**src/rtl/add_ctrl_pkg.sv**
```systemverilog
// Shared types and constants for the nibble-serial add/subtract controller.
package add_ctrl_pkg;

    typedef enum logic [1:0] {
        IDLE = 2'd0,
        RUN  = 2'd1,
        DONE = 2'd2
    } state_t;

    localparam int NIBBLE_W = 4;

    function automatic int nib_count(input int width);
        return width / NIBBLE_W;
    endfunction

endpackage

```
**src/rtl/adder4_cla.sv**
```systemverilog
// Combinational 4-bit carry-lookahead slice, shared across all nibbles.
module adder4_cla (
    input  logic [3:0] a,
    input  logic [3:0] b,
    input  logic       cin,
    output logic [3:0] sum,
    output logic       cout
);

    logic [3:0] w_g;
    logic [3:0] w_p;
    logic [4:0] w_c;

    assign w_g = a & b;
    assign w_p = a ^ b;

    assign w_c[0] = cin;
    assign w_c[1] = w_g[0] | (w_p[0] & cin);
    assign w_c[2] = w_g[1] | (w_p[1] & w_g[0]) | (w_p[1] & w_p[0] & cin);
    assign w_c[3] = w_g[2] | (w_p[2] & w_g[1]) | (w_p[2] & w_p[1] & w_g[0])
                  | (w_p[2] & w_p[1] & w_p[0] & cin);
    assign w_c[4] = w_g[3] | (w_p[3] & w_g[2]) | (w_p[3] & w_p[2] & w_g[1])
                  | (w_p[3] & w_p[2] & w_p[1] & w_g[0])
                  | (w_p[3] & w_p[2] & w_p[1] & w_p[0] & cin);

    assign sum  = w_p ^ w_c[3:0];
    assign cout = w_c[4];

endmodule

```
**src/rtl/nibble_serial_add_ctrl.sv**
```systemverilog
// WIDTH-bit add/subtract done one nibble per clock through a single CLA slice,
// with valid/ready handshakes on both the operand and the result side.
//
//   state | meaning
//   IDLE  | waiting for operands, in_ready high
//   RUN   | one nibble per cycle, LSB nibble first
//   DONE  | result held on outputs until out_ready
module nibble_serial_add_ctrl
    import add_ctrl_pkg::*;
#(
    parameter int WIDTH = 16
) (
    input  logic             clk,
    input  logic             rst,
    input  logic             in_valid,
    output logic             in_ready,
    input  logic [WIDTH-1:0] in_a,
    input  logic [WIDTH-1:0] in_b,
    input  logic             in_sub,
    input  logic             in_cin,
    output logic             out_valid,
    input  logic             out_ready,
    output logic [WIDTH-1:0] out_sum,
    output logic             out_cout,
    output logic             out_ovf,
    output logic             busy
);

    localparam int NIB   = nib_count(WIDTH);
    localparam int IDX_W = $clog2(NIB);

    state_t             r_state;
    state_t             w_state_nxt;
    logic [IDX_W-1:0]   r_idx;
    logic [WIDTH-1:0]   r_a;
    logic [WIDTH-1:0]   r_b;
    logic               r_c;
    logic [WIDTH-1:0]   r_result;

    logic [NIBBLE_W-1:0] w_a_nib;
    logic [NIBBLE_W-1:0] w_b_nib;
    logic [NIBBLE_W-1:0] w_sum_nib;
    logic                w_cout;
    logic                w_last;

    assign w_a_nib = r_a[NIBBLE_W*r_idx +: NIBBLE_W];
    assign w_b_nib = r_b[NIBBLE_W*r_idx +: NIBBLE_W];
    assign w_last  = (r_idx == IDX_W'(NIB - 1));

    adder4_cla u_slice (
        .a    (w_a_nib),
        .b    (w_b_nib),
        .cin  (r_c),
        .sum  (w_sum_nib),
        .cout (w_cout)
    );

    always_ff @(posedge clk) begin
        if (rst) begin
            r_state <= IDLE;
        end else begin
            r_state <= w_state_nxt;
        end
    end

    always_comb begin
        w_state_nxt = r_state;
        unique case (r_state)
            IDLE:    if (in_valid)  w_state_nxt = RUN;
            RUN:     if (w_last)    w_state_nxt = DONE;
            DONE:    if (out_ready) w_state_nxt = IDLE;
            default: w_state_nxt = IDLE;
        endcase
    end

    // Subtraction is folded into the capture: invert B and force carry-in.
    always_ff @(posedge clk) begin
        if (rst) begin
            r_idx    <= '0;
            r_a      <= '0;
            r_b      <= '0;
            r_c      <= 1'b0;
            r_result <= '0;
        end else begin
            unique case (r_state)
                IDLE: begin
                    if (in_valid) begin
                        r_a      <= in_a;
                        r_b      <= in_sub ? ~in_b : in_b;
                        r_c      <= in_sub | in_cin;
                        r_result <= '0;
                        r_idx    <= '0;
                    end
                end
                RUN: begin
                    r_result[NIBBLE_W*r_idx +: NIBBLE_W] <= w_sum_nib;
                    r_c <= w_cout;
                    if (!w_last) r_idx <= r_idx + 1'b1;
                end
                default: ;
            endcase
        end
    end

    assign in_ready  = (r_state == IDLE);
    assign out_valid = (r_state == DONE);
    assign busy      = (r_state != IDLE);
    assign out_sum   = r_result;
    assign out_cout  = r_c;
    assign out_ovf   = (r_a[WIDTH-1] == r_b[WIDTH-1]) && (r_result[WIDTH-1] != r_a[WIDTH-1]);

endmodule

```
**config.mk**
```make
export PLATFORM = sky130hd
export DESIGN_NAME = nibble_serial_add_ctrl
export DESIGN_NICKNAME = d
export VERILOG_FILES = /design/src/rtl/add_ctrl_pkg.sv /design/src/rtl/adder4_cla.sv /design/src/rtl/nibble_serial_add_ctrl.sv
export SDC_FILE = /design/constraint.sdc
export NUM_CORES = 1
export LEC_CHECK = 0
export BUFFER_PORTS_ARGS = -buffer_cell sky130_fd_sc_hd__buf_2
export CAP_MARGIN = 20
export CORE_AREA = 2 2 71 73
export DETAILED_ROUTE_END_ITERATION = 10
export DIE_AREA = 0 0 73 75
export GPL_TIMING_DRIVEN = 0
export PLACE_DENSITY = 0.82
export RECOVER_POWER = 25
export REMOVE_ABC_BUFFERS = 1
export SYNTH_ARGS = -nofsm -noshare
export SYNTH_HDL_FRONTEND = slang
export SYNTH_SLANG_ARGS = --single-unit
```
**constraint.sdc**
```tcl
create_clock -name clk -period 7 [get_ports clk]
set_clock_uncertainty 0.1 [all_clocks]
set_input_delay 1.05 -clock clk [delete_from_list [all_inputs] [get_ports clk]]
set_output_delay 1.05 -clock clk [all_outputs]
set_load 0.01 [all_outputs]
```
* After elaboration in Yosys (flattened, before gate mapping) *
Index checks and enable logic that the tools add are counted.

operators by class
  equal/unequal tests = 9
  order comparisons = 0
  mux-type cells = 13
  multiply operators = 0
  add/sub/neg operators = 2
  divide/modulo/power cells = 0
  bitwise gates (word level) = 31
  reduce and logical (&&, ||, !) cells = 8
  shifts and indexed selects = 4

operators by type and width
  kind                                                                      count
  4-bit negator with 34-bit output                                          1
  4-bit by 34-bit variable shift with 16-bit output (first input constant)  1
  4-bit by 34-bit variable part select with 16-bit output                   1
  16-bit two-way mux                                                        2
  16-bit case mux with 2 select lines                                       1
  16-bit by 5-bit variable part select with 4-bit output                    2
  1-bit bitwise AND                                                         16
  16-bit bitwise mux                                                        1
  16-bit inverter                                                           1
  1-bit bitwise OR                                                          11
  2-bit two-way mux                                                         5
  4-bit bitwise XOR                                                         2
  2-bit != test (second input constant)                                     3
  2-bit case mux with 3 select lines                                        1
  3-bit AND reduction                                                       2
  4-bit bitwise AND                                                         1
  2-bit == test (second input constant)                                     2
  2-bit case mux with 2 select lines                                        1
  2-bit AND reduction                                                       2
  2-bit nonzero test                                                        2
  2-bit by 1-bit adder with 2-bit output (second input constant)            1
  2-bit by 1-bit == test with 1-bit output (second input constant)          1
  2-bit zero test                                                           1
  2-bit by 1-bit != test with 1-bit output (second input constant)          1
  other kinds (5)                                                           5

word-level totals
  register bits = 53
  ROM bits = 0
  logic and storage cells = 73
  bits in latches = 0
  memory bits (writable) = 0
  bits of input ports = 38
  memories = 0
  output and inout port bits = 21

* Logic depth before layout (Yosys ltp) *
Gate-level depths: netlist (run 1).

  depth after elaboration = 10
  mapped depth = 7
  mapped depth without buffers = 6

* Modules after synthesis *
A second synthesis (run 1) with hierarchy kept.

second synthesis, totals
  cells, all modules = 257
  area total of the unflattened synthesis = 2,506.2 µm²

by module, submodules not included
  module                  cells an instance  instances  seq. area each (µm²)  area each (µm²)
  nibble_serial_add_ctrl  240                1          1,061.0               2,358.5
  adder4_cla              17                 1          0.0                   147.6

* Worst setup path before layout (run 1) *
OpenSTA, ideal clock, no wires.

  path type = reg2reg
  start = register r_idx[0]
  end = register r_result[15] (netlist: out_sum[15])
  setup time = 129 ps
  clock period less this slack = 2,605 ps
  setup slack = 4,395 ps
  buffers on the path = 1
  data required time = 6,771 ps
  arrival time = 2,377 ps
  stages on the path, launching flop included = 8
  cell sequence = dfxtp_1 > buf_4 > mux4_2 > ha_1 > a211o_1 > a21oi_2 > xor2_1 > o21ai_0

on the way
  longest elaborated chain between the ends = 10
  elaborated cells on any way between the ends = 25
  those cells by class = add/sub (1); shift (4); mux (2); bitwise (18)

ends and longest elaborated chain
  item                                                                              line                                                        text
  from (decl)                                                                       nibble_serial_add_ctrl.sv:34                                logic [IDX_W-1:0] r_idx;
  from (signal assigned)                                                            nibble_serial_add_ctrl.sv:98                                if (!w_last) r_idx <= r_idx + 1'b1;
  16-bit by 5-bit variable part select with 4-bit output, on equally long branches  nibble_serial_add_ctrl.sv:46, nibble_serial_add_ctrl.sv:47
  4-bit bitwise XOR / 4-bit bitwise AND (equally long branches)                     adder4_cla.sv:15, adder4_cla.sv:14
  1-bit bitwise AND, on equally long branches                                       adder4_cla.sv:20, adder4_cla.sv:21
  1-bit bitwise OR, or another cell as far along                                    adder4_cla.sv:20                                            assign w_c[3] = w_g[2] | (w_p[2] & w_g[1]) | (w_p[2] & w_p[1] & w_g[0])
  1-bit bitwise OR / 1-bit bitwise AND (equally long branches)                      adder4_cla.sv:20, adder4_cla.sv:21
  1-bit bitwise OR                                                                  adder4_cla.sv:21                                            | (w_p[2] & w_p[1] & w_p[0] & cin);
  4-bit bitwise XOR                                                                 adder4_cla.sv:26                                            assign sum = w_p ^ w_c[3:0];
  4-bit by 34-bit variable part select with 16-bit output                           nibble_serial_add_ctrl.sv:96                                r_result[NIBBLE_W*r_idx +: NIBBLE_W] <= w_sum_nib;
  16-bit bitwise mux (*)                                                            nibble_serial_add_ctrl.sv:96
  16-bit case mux with 2 select lines (*)                                           nibble_serial_add_ctrl.sv:85                                unique case (r_state)
  to (signal, indexed assignment)                                                   nibble_serial_add_ctrl.sv:96
  to (decl)                                                                         nibble_serial_add_ctrl.sv:38                                logic [WIDTH-1:0] r_result;

Mark *: on every way between the ends. The rest lies on a longest branch, timed or not.
A chain may end at the register's enable or synchronous reset.

==> flow_summary.ini, run 1 <==
[global_routing]
first_global_vias = 2037
grt_max_degree = 53
grt_overflow = 0
grt_pass1_wl_mm = 9.301
antenna_found_initial = 0
grt_usage = 0.2200

[yosys]
syn_area_um2 = 2624
ys_seq_elements = 53
synth_top_area_frac = 0.4044
ys_top_cells_by_count = 53 x dfxtp_1, 44 x nand2_1, 35 x nor2_1
synth_top_area_cell = dfxtp_1
synth-main-ff-cell = dfxtp_1
synth_edf_count = 0
avgSynthCellArea_um2 = 9.438
synth.distinct_cells = 40
yosysMostFrequentCell = dfxtp_1
ys.warnings.count = 0
synth_area_leaders = dfxtp_1 40%, mux4_2 6.9%, nand2_1 6.3%
synth.yosys.seq_area_share = 0.4044
netlist_instances = 278
synthArstFlopShare = 0

[place]
dpl.hpwl_mm = 3.839
io_buffers = 58
gp_congestion = 0.7901
place_area_um2 = 2887
dp_slack_ns = 3.842

[cells_and_area]
nNetsFinal = 373
finalInstanceArea_um2 = 2967
regArea_um2 = 1061
antenna_cells = 0
layout-drive-gt1-share = 0.2331
area_delta_synth_final_pct = 13.07
multi_input_area_um2 = 1449
fill_cells = 396

[timing]
setup_viol = 0
tightest_slew_ns = 2.521
hold_viol_final = 0
min_period_over_period = 0.5184
finalSetupTns_ns = 0
final_max_slew_viol_count = 53
fin_crit_ns = 3.629
slew_headroom = -0.6809
rsz0062_at_grt = no
max_freq_mhz = 275.6
hold_slack_ns = 0.3608
timing.final.ws_setup_ns = 3.371

[clocking]
cts_setup_buffers = 0
htree_levels = 2
cts-resized-gates = 0
root_buffer = clkbuf_8
clk_path_buf_depth = 2
cts.sinks = 53
cts_hold_buf = 0
cts_made_buffers = 5
clk_pin_slew_ns = 0.09
cts_tree = done
clk_latency_ns = 0.30

[worst_setup_path]
rr_endpoint = out_sum[11]$_SDFFE_PP0P_
r2r_cells = 6
ff2ff_setup_slack_ns = 3.83
worstPathArrival_ns = 3.61
worstSetupStartpoint = rst
end_kind = flip-flop
crit_end = out_sum[11]$_SDFFE_PP0P_
r2r_start = r_idx[0]$_SDFFE_PP0P_
critPathRequiredTime_ns = 6.99
critPathKind = in -> reg
cp-start-kind = primary input
cp_max_fo = 52

[min_path]
worstHoldStart = r_a[3]$_SDFFE_PP0P_
min_path_type = reg -> reg

[routing]
vias = 2118
ant_nets = 0
wire_per_inst_um = 14.02
drtPass1Iterations = 4
vias_per_cell = 5.574
drc_errors = 0
drt-total-wl_mm = 5.326
dr.first_iter.drc_count = 122

[power_and_ir_drop]
power.switching_uw = 173.1
irDropWorstVdd_uv = 156.1
powerDensity_nw_per_um2 = 213.8
comb_power_share = 0.186
p_int_uw = 461.1
power_frac_seq = 0.525
swShare = 0.2729
clkPwrFrac = 0.288
p_leak_uw = 0.001192

[floorplan]
initial_utilization = 0.5630
die_h_um = 75
coreArea_um2 = 4661
die-area_um2 = 5475
io_pins = 59
die_w_um = 73
rows = 25

[outcome]
status = finished, violations left
violations = max-capacitance violations, max-slew violations

[flow_run]
drv_cap = 1
==> cells by family (layout without fill, tap and decap cells) <==
family | Yosys count | after routing | synth area share
simple gates | 101 | 101 | 0.1798
compound gates | 65 | 65 | 0.1927
flops | 53 | 53 | 0.4044
buf+inv | 23 | 71 | 0.04387
xor+xnor | 18 | 18 | 0.06009
fa+ha+maj | 10 | 10 | 0.05055
mux | 8 | 8 | 0.06867
==> registers in the layout, summed over array words and instances, names as in the netlist <==
signal    cells
r_idx         2
r_b          16
out_sum      16
out_cout      1
r_a          16
r_state       2
==> cell usage in the layout (no fill, tap or decap), types with 3 or more instances in the layout <==
cell,count
a211oi_1,7
a211oi_2,10
a21o_1,5
a21oi_1,17
a22oi_1,10
a32oi_1,4
buf_2,41
clkbuf_1,17
clkbuf_8,7
dfxtp_1,53
ha_1,9
inv_1,5
mux4_2,8
nand2_1,44
nand2b_1,3
nand3_1,6
nor2_1,35
o21ai_0,3
xnor2_1,16
==> layout make-up <==
cell class / instances / area share
inverters: 5 / 0.006326
clock buffers: 7 / 0.03248
repair buffers: 58 / 0.09068
flip-flops and latches: 53 / 0.3577
clock inverters: 1 / 0.001687
multi-input cells: 202 / 0.4884
well taps: 54 / 0.02278
==> critical path, cell delays in order <==
cell	delay (ns)
clkbuf_1	1.76
inv_1	0.46
nand3_1	0.23
o31ai_1	0.09
==> power groups by stage <==
| stage | Sequential, uW | Combinational, uW | Clock (uW) |
|---|---|---|---|
| 2_1_floorplan | 337 | 80.2 | 0 |
| 3_3_place_gp | 339 | 116 | 0 |
| 3_5_place_dp | 340 | 119 | 0 |
| 4_1_cts | 333 | 119 | 191 |
| 5_1_grt | 336 | 132 | 204 |
| 6_report | 333 | 118 | 183 |
==> per-stage QoR <==
step / util / power (uW) / instances
5_1_grt: 0.6365 / 672.9 / 380
6_report: 0.6365 / 634.2 / 380
4_1_cts: 0.6411 / 643.6 / 380
3_3_place_gp: 0.6191 / 455.1 / 372
3_5_place_dp: 0.6193 / 459.2 / 372
2_1_floorplan: - / 417.1 / 260
==> per-layer routing <==
layer	vias up	GRT usage	part of all wire
met4	0	0.06996	0.019
met2	57	0.3734	0.48
met1	981	0.2776	0.45
li1	1068	-	-
met5	-	0	0
met3	12	0.05355	0.049
==> how the worst min path moves through the flow <==
stage	end	cells past startpoint	slack, ns
after global placement	r_a[14]$_SDFFE_PP0P_	2	0.34
final	r_a[3]$_SDFFE_PP0P_	2	0.36
after CTS	r_a[7]$_SDFFE_PP0P_	2	0.36
after global routing	r_a[4]$_SDFFE_PP0P_	2	0.39
after floorplan	r_a[10]$_SDFFE_PP0P_	2	0.33
after detailed placement	r_a[7]$_SDFFE_PP0P_	2	0.35
No activity file was read; power rests on OpenSTA's default activity.
==> run 2: changes to the inputs <==
--- a/config.mk
+++ b/config.mk
@@ -7,11 +7,11 @@
 export LEC_CHECK = 0
 export BUFFER_PORTS_ARGS = -buffer_cell sky130_fd_sc_hd__buf_2
 export CAP_MARGIN = 20
-export CORE_AREA = 2 2 71 73
+export CORE_AREA = 2 2 77 79
 export DETAILED_ROUTE_END_ITERATION = 10
-export DIE_AREA = 0 0 73 75
+export DIE_AREA = 0 0 79 81
 export GPL_TIMING_DRIVEN = 0
-export PLACE_DENSITY = 0.82
+export PLACE_DENSITY = 0.74
 export RECOVER_POWER = 25
 export REMOVE_ABC_BUFFERS = 1
 export SYNTH_ARGS = -nofsm -noshare
==> constraint.sdc (replaced) <==
create_clock -name clk -period 2.95 [get_ports clk]
set_clock_uncertainty 0.1 [all_clocks]
set_input_delay 0.4425 -clock clk [delete_from_list [all_inputs] [get_ports clk]]
set_output_delay 0.4425 -clock clk [all_outputs]
set_load 0.01 [all_outputs]
==> flow_summary.ini, run 2 (synthesized netlist as in run 1, its figures left out) <==
[power_and_ir_drop]
powerDensity_nw_per_um2 = 525.0
p_leak_uw = 0.001195
irDropWorstVdd_uv = 322.8

[routing]
ant_nets = 0
vias_per_cell = 5.152
drc_errors = 0
wire_per_inst_um = 12.79
drtPass1Iterations = 4
dr.first_iter.drc_count = 88
vias = 2066
drt-total-wl_mm = 5.127

[clocking]
htree_levels = 2
clk_latency_ns = 0.31
cts_made_buffers = 5
cts_setup_buffers = 0
cts_tree = done
root_buffer = clkbuf_8
cts.sinks = 53
clk_path_buf_depth = 2
clk_pin_slew_ns = 0.10

[cells_and_area]
nNetsFinal = 373
final_core_utilization = 0.5313
finalNonFillerCells = 401
layout-drive-gt1-share = 0.2362
layout_commonest_cell = dfxtp_1
final_cell_mix = 52 x dfxtp_1, 44 x nand2_1, 41 x buf_2
antenna_cells = 0
area_delta_synth_final_pct = 14.93

[global_routing]
grt_usage = 0.1748
antenna_found_initial = 0
grt_max_degree = 53
grt_pass1_wl_mm = 8.735
first_global_vias = 1992
grt_overflow = 0

[floorplan]
coreArea_um2 = 5675
io_pins = 59
die-area_um2 = 6399
die_w_um = 79
rows = 28
die_h_um = 81
initial_utilization = 0.4623

[timing]
max_freq_mhz = 378.5
fin_crit_ns = 2.642
setup_viol = 0
slew_headroom = 0.3046
min_period_over_period = 0.8956
final_max_slew_viol_count = 0
hold_slack_ns = 0.2648
rsz0062_at_grt = no
timing.final.ws_setup_ns = 0.3079
tightest_slew_ns = 1.043
hold_viol_final = 0

[worst_setup_path]
cp_slowest_cell = dfxtp_1
critPathRequiredTime_ns = 3.01
cp_max_fo = 13
crit_family = flip-flops
critPathKind = reg -> reg
end_kind = flip-flop
max_stage_delay_ns = 0.69
cp-start-kind = flip-flop
cp_num_buf_inv = 0
worstPathArrival_ns = 2.71
path_cells = mux4_2 -> ha_1 -> a211o_1 -> a21oi_2 -> xor2_1 -> o31ai_1

[outcome]
status = completed

[place]
gp_congestion = 0.7840
dpl.hpwl_mm = 3.613
io_buffers = 58
dp_slack_ns = -0.1772
dpl.cell_count = 393

[flow_run]
drv_cap = 0

[min_path]
min_path_type = in -> reg
## run 2: cell type report
type	count	area, um^2
flip-flops and latches	53	1065
inverters	5	18.77
fillers	576	2660
multi-input cells	202	1449
repair buffers	58	269.0
clock inverters	2	37.54
well taps	75	93.84
clock buffers	6	82.58
## run 2: path summary, 6_finish.rpt
check | to | slack [ns] | from | depth (start not counted)
max reg2reg | out_sum[7]$_SDFFE_PP0P_ | 0.31 | r_idx[1]$_SDFFE_PP0P_ | 6
min reg2reg | r_a[12]$_SDFFE_PP0P_ | 0.36 | r_a[12]$_SDFFE_PP0P_ | 2
min | r_a[5]$_SDFFE_PP0P_ | 0.26 | in_a[5] | 3
max | out_sum[7]$_SDFFE_PP0P_ | 0.31 | r_idx[1]$_SDFFE_PP0P_ | 6
## run 2: metal layers
layer  track usage  share of wire
met1        0.2091           0.47
met4       0.06379          0.013
met5             0              0
met2        0.3076           0.47
met3       0.04111          0.043
## run 2: tightest hold or removal path, cell delays in order
cell	delay [ns]
buf_2	0.09
nand2_1	0.05
a21oi_1	0.05
## run 2: per-stage QoR
stage          cell area [um^2]  total power, uW  TNS [ns]
2_1_floorplan              2527            989.7         0
3_3_place_gp               2912             1084   -0.8654
3_5_place_dp               2913             1089   -0.9590
4_1_cts                    3034             1600         0
5_1_grt                    3015             1664         0
6_report                   3015             1583         0
## run 2: power breakdown
part / switching, uW / internal [uW]
combinational: 153 / 125
clock: 240 / 276
sequential: 33.3 / 756
## run 2: repair_timing
item / CTS / global route
resized for setup: 1 / 1
endpoints found under the setup margin: 8 / 4
hold buffers: 0 / 0
hold endpoints to repair: 0 / 0
